===== src/rtl/ldtu_ser_pkg.sv =====
// ldtu_ser_pkg: shared defaults, bit-order type and lane slicing helper
// for the multi-lane LiTE-DTU serializer.
package ldtu_ser_pkg;

    localparam int DEF_NLANES = 4;
    localparam int DEF_WORD_W = 32;
    localparam logic [31:0] DEF_TRAIN_PATTERN = 32'hA5A5_5A5A;

    typedef enum logic {
        BO_LSB_FIRST = 1'b0,
        BO_MSB_FIRST = 1'b1
    } bit_order_e;

    function automatic int lane_lsb(input int lane, input int width);
        return lane * width;
    endfunction

endpackage


===== src/rtl/ldtu_ser_lane.sv =====
// ldtu_ser_lane: one serial lane, loads a word on the boundary and shifts
// it toward the output end, zero-filling behind it.
module ldtu_ser_lane
    import ldtu_ser_pkg::*;
#(
    parameter int         WORD_W = DEF_WORD_W,
    parameter bit_order_e ORDER  = BO_MSB_FIRST
) (
    input  logic              clk,
    input  logic              rst,
    input  logic              load,
    input  logic              shift,
    input  logic [WORD_W-1:0] din,
    output logic              dout
);

    logic [WORD_W-1:0] sr_q, sr_d;

    always_comb begin
        sr_d = load ? din : shift ? (ORDER == BO_MSB_FIRST ? sr_q << 1 : sr_q >> 1) : sr_q;
    end

    always_ff @(posedge clk or posedge rst) begin
        if (rst) sr_q <= '0;
        else     sr_q <= sr_d;
    end

    assign dout = (ORDER == BO_MSB_FIRST) ? sr_q[WORD_W-1] : sr_q[0];

endmodule


===== src/rtl/ldtu_serializer_nlane.sv =====
// ldtu_serializer_nlane: NLANES word-to-bit serializer sharing one bit counter,
// handshake, word counter and boundary-sampled enable/training controls.
module ldtu_serializer_nlane
    import ldtu_ser_pkg::*;
#(
    parameter int          NLANES        = DEF_NLANES,
    parameter int          WORD_W        = DEF_WORD_W,
    parameter int          MSB_FIRST     = 1,
    parameter logic [31:0] TRAIN_PATTERN = DEF_TRAIN_PATTERN,
    parameter int          CNT_W         = $clog2(WORD_W)
) (
    input  logic                     CLK_SRL,
    input  logic                     RST,
    input  logic [NLANES*WORD_W-1:0] DataIn,
    input  logic [NLANES-1:0]        LANE_EN,
    input  logic                     TRAIN_MODE,
    output logic                     handshake,
    output logic [NLANES-1:0]        DataOut,
    output logic [15:0]              word_count,
    output logic                     train_active
);

    localparam logic [WORD_W-1:0] TRAIN_WORD = WORD_W'(TRAIN_PATTERN);
    localparam logic [CNT_W-1:0]  CNT_LAST   = CNT_W'(WORD_W - 1);
    localparam logic [CNT_W-1:0]  CNT_PRE    = CNT_W'(WORD_W - 2);
    localparam bit_order_e        ORDER      = (MSB_FIRST != 0) ? BO_MSB_FIRST : BO_LSB_FIRST;

    logic [CNT_W-1:0]  bit_cnt_q, bit_cnt_d;
    logic              handshake_q, handshake_d;
    logic [15:0]       word_count_q, word_count_d;
    logic [NLANES-1:0] en_q, en_d;
    logic              train_q, train_d;

    // handshake_q is high exactly in the last-bit cycle, so it marks the boundary edge
    always_comb begin
        bit_cnt_d    = (bit_cnt_q == CNT_LAST) ? '0 : bit_cnt_q + CNT_W'(1);
        handshake_d  = bit_cnt_q == CNT_PRE;
        word_count_d = word_count_q + {15'd0, handshake_q};
        en_d         = handshake_q ? LANE_EN : en_q;
        train_d      = handshake_q ? TRAIN_MODE : train_q;
    end

    always_ff @(posedge CLK_SRL or posedge RST) begin
        if (RST) begin
            bit_cnt_q    <= '0;
            handshake_q  <= 1'b0;
            word_count_q <= '0;
            en_q         <= '0;
            train_q      <= 1'b0;
        end else begin
            bit_cnt_q    <= bit_cnt_d;
            handshake_q  <= handshake_d;
            word_count_q <= word_count_d;
            en_q         <= en_d;
            train_q      <= train_d;
        end
    end

    assign handshake    = handshake_q;
    assign word_count   = word_count_q;
    assign train_active = train_q;

    // Disabled lanes load zero and then hold, so they stay quiet for the whole word
    for (genvar i = 0; i < NLANES; i++) begin : g_lane
        logic [WORD_W-1:0] next_word;
        always_comb begin
            next_word = !LANE_EN[i] ? '0 : TRAIN_MODE ? TRAIN_WORD : DataIn[lane_lsb(i, WORD_W) +: WORD_W];
        end
        ldtu_ser_lane #(
            .WORD_W(WORD_W),
            .ORDER (ORDER)
        ) u_lane (
            .clk  (CLK_SRL),
            .rst  (RST),
            .load (handshake_q),
            .shift(en_q[i]),
            .din  (next_word),
            .dout (DataOut[i])
        );
    end

endmodule

===== config.mk =====
export PLATFORM = sky130hd
export DESIGN_NAME = ldtu_serializer_nlane
export DESIGN_NICKNAME = d
export VERILOG_FILES = /design/src/rtl/ldtu_ser_pkg.sv /design/src/rtl/ldtu_ser_lane.sv /design/src/rtl/ldtu_serializer_nlane.sv
export SDC_FILE = /design/constraint.sdc
export NUM_CORES = 1
export LEC_CHECK = 0
export ABC_AREA = 1
export BUFFER_PORTS_ARGS = -buffer_cell sky130_fd_sc_hd__buf_2
export CAP_MARGIN = 20
export CELL_PAD_IN_SITES_DETAIL_PLACEMENT = 0
export CELL_PAD_IN_SITES_GLOBAL_PLACEMENT = 1
export CORE_MARGIN = 2
export CORE_UTILIZATION = 30
export DETAILED_ROUTE_END_ITERATION = 8
export PLACE_DENSITY = 0.72
export SLEW_MARGIN = 20
export SYNTH_ARGS = -nofsm -noshare
export SYNTH_HDL_FRONTEND = slang
export SYNTH_HIERARCHICAL = 1
export SYNTH_SLANG_ARGS = --single-unit

===== constraint.sdc =====
create_clock -name CLK_SRL -period 1.73 [get_ports CLK_SRL]
set_input_delay 0.346 -clock CLK_SRL [delete_from_list [all_inputs] [get_ports CLK_SRL]]
set_output_delay 0.346 -clock CLK_SRL [all_outputs]
set_load 0.1 [all_outputs]

# Word level (Yosys, flattened, before mapping)
# Index checks and enable logic that the tools add are counted.
# Widths: inputs -> output; s select.
[word_totals]
word_cells = 34
in_bits = 135
regBits = 155
[classes]
mux = 17
n_addsub = 2
reduce_logical = 4
n_eq_ne = 2
[ops]
columns = ["op", "count"]
rows = [
  ["$mux 32", 16],
  ["$add 16x1->16", 1],
  ["$eq 5x5->1 const B", 2],
  ["$reduce_bool 2->1", 4],
  ["$add 5x1->5 const B", 1],
  ["$mux 5", 1],
]

# Longest topological paths before layout
[depth]
depth_word = 3
depth_mapped = 8
ltp_nobuf = 8

# By module
# Netlist, hierarchy kept.
[by_module_without_submodules]
columns = ["mod", "instances", "cells_each", "area_per_inst_um2"]
rows = [
  ["ldtu_ser_lane", 4, 178, 1490.2],
  ["ldtu_serializer_nlane", 1, 411, 2297.2],
]

# Worst setup path after synthesis
# No wires, ideal clock.
[synth_path]
path_kind = "reg-to-reg"
start = "reg handshake_q (netlist: handshake)"
end = "reg word_count_q[14] (netlist: word_count[14])"
period_less_slack_ps = 2230
t_required_ps = 1608
arrival_time_ps = 2108
slack_ps = -500
n_path_buf = 0
stages_incl_launch_ff = 8
path_cell_list = "dfrtp_1 ha_1 ha_1 nand3_2 nor2_2 nand3_1 nand2_1 nand2_1"
[synth_between]
elab_chain_cells = 1
[synth_lines]
columns = ["item", "line_no", "source"]
rows = [
  ["start: declaration", "ldtu_serializer_nlane.sv:29", "logic handshake_q, handshake_d;"],
  ["start signal: assignment", "ldtu_serializer_nlane.sv:52", "handshake_q <= handshake_d;"],
  ["$add 16x1->16", "ldtu_serializer_nlane.sv:38", "word_count_d = word_count_q + {15'd0, handshake_q};"],
  ["via word_count_d[14]", "ldtu_serializer_nlane.sv:30", "logic [15:0] word_count_q, word_count_d;"],
  ["end signal: assignment", "ldtu_serializer_nlane.sv:53", "word_count_q <= word_count_d;"],
  ["end: declaration", "ldtu_serializer_nlane.sv:30", ""],
]
# The timed path passes the listed nets, and every way through them passes these cells.
# A chain may end at the register's enable or synchronous reset.

# Worst setup path after layout
[layout_path]
start = "reg word_count_q[11] (netlist: word_count[11])"
end = "out word_count[11]"
[layout_lines]
columns = ["item", "line_no", "source"]
rows = [
  ["end: declaration", "ldtu_serializer_nlane.sv:19", "output logic [15:0] word_count,"],
]
# No word-level cell between the ends.

==> summary.txt <==
Outcome
  – Outcome: finished, final reports clean

Synthesis
  – Synth Area in Simple Gates: 41.1%
  – Syn nets: 1,263
  – Gate Count Post-Synth: 1,123
  – Primary FF master, synth: dfrtp_1
  – Netlist cell types: 23
  – Mapped Area: 8260 µm²
  – Post-synthesis adder-cell area fraction: 0.758%
  – Synthesis warning total: 6
  – Asr flop ratio synth: 100%
  – Largest family of logic cells by synthesized area: simple AND/OR/NAND/NOR gates
  – Synth Area in Compound Gates: 0.576%
  – Number of synthesized register bits: 155
  – Mapped Avg Cell Area: 7.35 µm²
  – Proportion of synthesized area in mux cells: 0%
  – Post-synth EDFFs: 0
  – XOR/XNOR Fraction of Synth Area: 0.742%
  – Seq/Total Area, Yosys: 47.0%

Global routing
  – GR Layer Usage met1: 21.3%
  – Routing usage on met2: 23.1%
  – Vias in the first global route: 6,956
  – Antenna violations before repair: 0
  – Routing usage on met3: 3.21%
  – Busiest grt layer: met2
  – Largest net degree at the start of global routing: 75
  – All-Layer GR Usage: 15.1%
  – First-pass GRT wire length: 35,300 µm
  – Grt ovf: 0

Power
  – Sequential Power Share: 46.0%
  – Switch share: 26.8%
  – Internal cell power: 6.67 mW
  – Pwr per Cell Area: 907 nW/µm²
  – Clock power frac: 41.8%
  – Sw Pwr: 2.44 mW
  – Gate power share: 12.2%
  – Max rail drop VDD: 0.380 mV
  – Tot Pwr: 9.12 mW
  – LEAKAGE: 5.28 nW

Setup path
  – CP bufs+invs: 1
  – WP data arrival: 1330 ps
  – CP max stage cell: buf_2
  – CP top delay family: buffers and inverters
  – Slowest cell delay on critical path: 460 ps
  – Critical Path Start: word_count[11]
  – Worst flop-to-flop path startpoint: handshake
  – Crit start category: flop
  – FF-to-FF End: word_count[14]
  – Worst Path Max Fanout: 6
  – Stages on worst setup path: 1
  – Worst r2r path cells: 7
  – Critical path required time: 1380 ps
  – Critical Path Sink Type: primary output
  – FF-to-FF setup slack: 180 ps
  – Crit path cell chain: buf_2
  – Critical path type: reg2out
  – Worst Setup EP: word_count[11]

Placement
  – DPL Wire Length: 14,500 µm
  – Port bufs: 156
  – RePlAce Congestion: 0.773
  – Dpl cells: 1,585

Floorplan
  – Height of the die: 170 µm
  – Starting Density: 30.6%
  – Top Ports: 157
  – Die area: 28,900 µm²
  – # rows: 60
  – Core ar.: 27,000 µm²
  – Die width: 170 µm

Cells and area
  – Area Overhead vs Synth: 21.8%
  – Final nets: 1,407
  – Diode count: 0
  – Layout cells sized above 1: 20.4%
  – Finished Layout Cells: 1,621

STA
  – Finish-stage setup viols: 0
  – RSZ-0062 raised after global routing: false
  – Fin crit period: 1680 ps
  – Setup TNS: 0 ps
  – F_max: 0.597 GHz
  – Clock skew: 8.38 ps
  – Slew margin rel.: 52.2%
  – Final hold vios: 0
  – Slew at the pin with the worst max-slew slack: 717 ps
  – Final period utilization: 96.9%
  – Fin Hold WS: 219 ps
  – Pins Over Slew Limit: 0

Detailed routing
  – Drc violations: 0
  – Initial DRC Count: 509
  – Drt total wl: 21,600 µm
  – DR pass1 iterations: 5
  – Post-route ant nets: 0
  – Vias: 7,402
  – Vias per cell: 4.57
  – DR WL/cell: 13.3 µm

CTS
  – Clk sinks: 155
  – H-tree depth: 4
  – Worst skew pair latency: 430 ps
  – Clk slew on worst S/H paths: 60 ps
  – TritonCTS Buffers: 17
  – Clock root buffer: clkbuf_16
  – Clock buffer depth: 2
  – CTS tree: done

Worst hold path
  – Worst Hold Class: in2reg

Flow run
  – MaxCap Viol Count: 0
## cell type report
class | count | area, µm²
Clock inverter | 11 | 134
Sequential cell | 155 | 3890
Tap cell | 341 | 427
Timing Repair Buffer | 193 | 1220
Inverter | 94 | 353
Clock buffer | 21 | 470
Multi-Input combinational cell | 806 | 3560
Fill cell | 2959 | 17000
## power by group through the flow
stage	logic [mW]	clock network, mW	registers [mW]
2_1_floorplan	0.681	0	4.32
3_3_place_gp	1.13	0	4.25
3_5_place_dp	1.14	0	4.25
4_1_cts	1.15	3.92	4.19
5_1_grt	1.28	4.10	4.23
6_report	1.12	3.81	4.19
## registers in the layout, summed over array words and instances, names as in the netlist
name and count:
handshake 1, en_q 4, bit_cnt_q 5, word_count 16
train_active 1, g_lane.u_lane/sr_q 128
## Yosys cell counts (4+ instances only)
master    instances  area [µm²]
nand3_1         243        1220
buf_6            16         180
nand2_1         299        1120
a21oi_1           6        30.0
clkinv_1          4        15.0
clkbuf_1          5        18.8
buf_4            12        90.1
xnor2_1           4        35.0
inv_1            85         319
ha_1              5        62.6
nor2_4            7        78.8
nand3_2           5        50.1
buf_2            35         175
nand2_2          13        81.3
nor2_1          209         785
inv_2             5        18.8
dfrtp_1         155        3880
nand4_1           5        31.3
## kinds of logic after synthesis
kind of cell / count (synthesis)
AND/OR/NAND/NOR: 785
buffers and inverters: 162
flip-flops: 155
AO/OA/AOI/OAI: 9
XOR/XNOR: 7
adder cells (fa/ha/maj): 5
## per-stage QoR
stage | utilization [%] | setup WS, ps | instance area [µm²]
finish | 37.2 | 54.1 | 10100
CTS | 37.0 | 0.151 | 10000
global route | 37.2 | 1.20 | 10100
global placement | 34.7 | 213 | 9390
detailed placement | 34.7 | 167 | 9390
floorplan | - | -18.6 | 8270
## how the worst min path moves through the flow
stage,startpoint,endpoint,slack (ps),cells after the start
2_1_floorplan,RST,bit_cnt_q[0],400,1
3_3_place_gp,RST,en_q[0],400,2
3_5_place_dp,RST,en_q[0],410,2
4_1_cts,DataIn[32],g_lane[1].u_lane/sr_q[0],210,5
5_1_grt,DataIn[32],g_lane[1].u_lane/sr_q[0],220,5
6_report,DataIn[32],g_lane[1].u_lane/sr_q[0],220,5
## timing repair
item | CTS | global route
gates resized for setup | 0 | 3
endpoints found under the setup margin | 0 | 3
hold buffers | 1 | 0
setup buffers | 0 | 2
endpoints found under the hold margin | 4 | 0
## worst min-delay path: cells and delay by family
family | cells | cell delay [ps]
simple gates | 3 | 130
buf+inv | 2 | 130
## cells in the final DEF (no fill, tap or decap), types with 4 or more instances in the layout
master,count
dfrtp_1,150
inv_1,85
nand2_1,299
nand3_2,5
buf_4,26
nand3_1,243
clkbuf_16,18
buf_12,9
ha_1,5
inv_2,5
a21oi_1,6
nor2_4,7
nor2_1,209
nand4_1,5
nand2_2,13
buf_2,153
clkinv_1,4
clkinvlp_4,4
xnor2_1,4
## per-layer routing
| layer | vias up | wire [µm] |
|---|---|---|
| li1 | 3803 | - |
| met4 | 0 | 303 |
| met5 | - | 0 |
| met1 | 3439 | 10400 |
| met3 | 18 | 944 |
| met2 | 142 | 9970 |
Power figures use the tool's default switching activity.
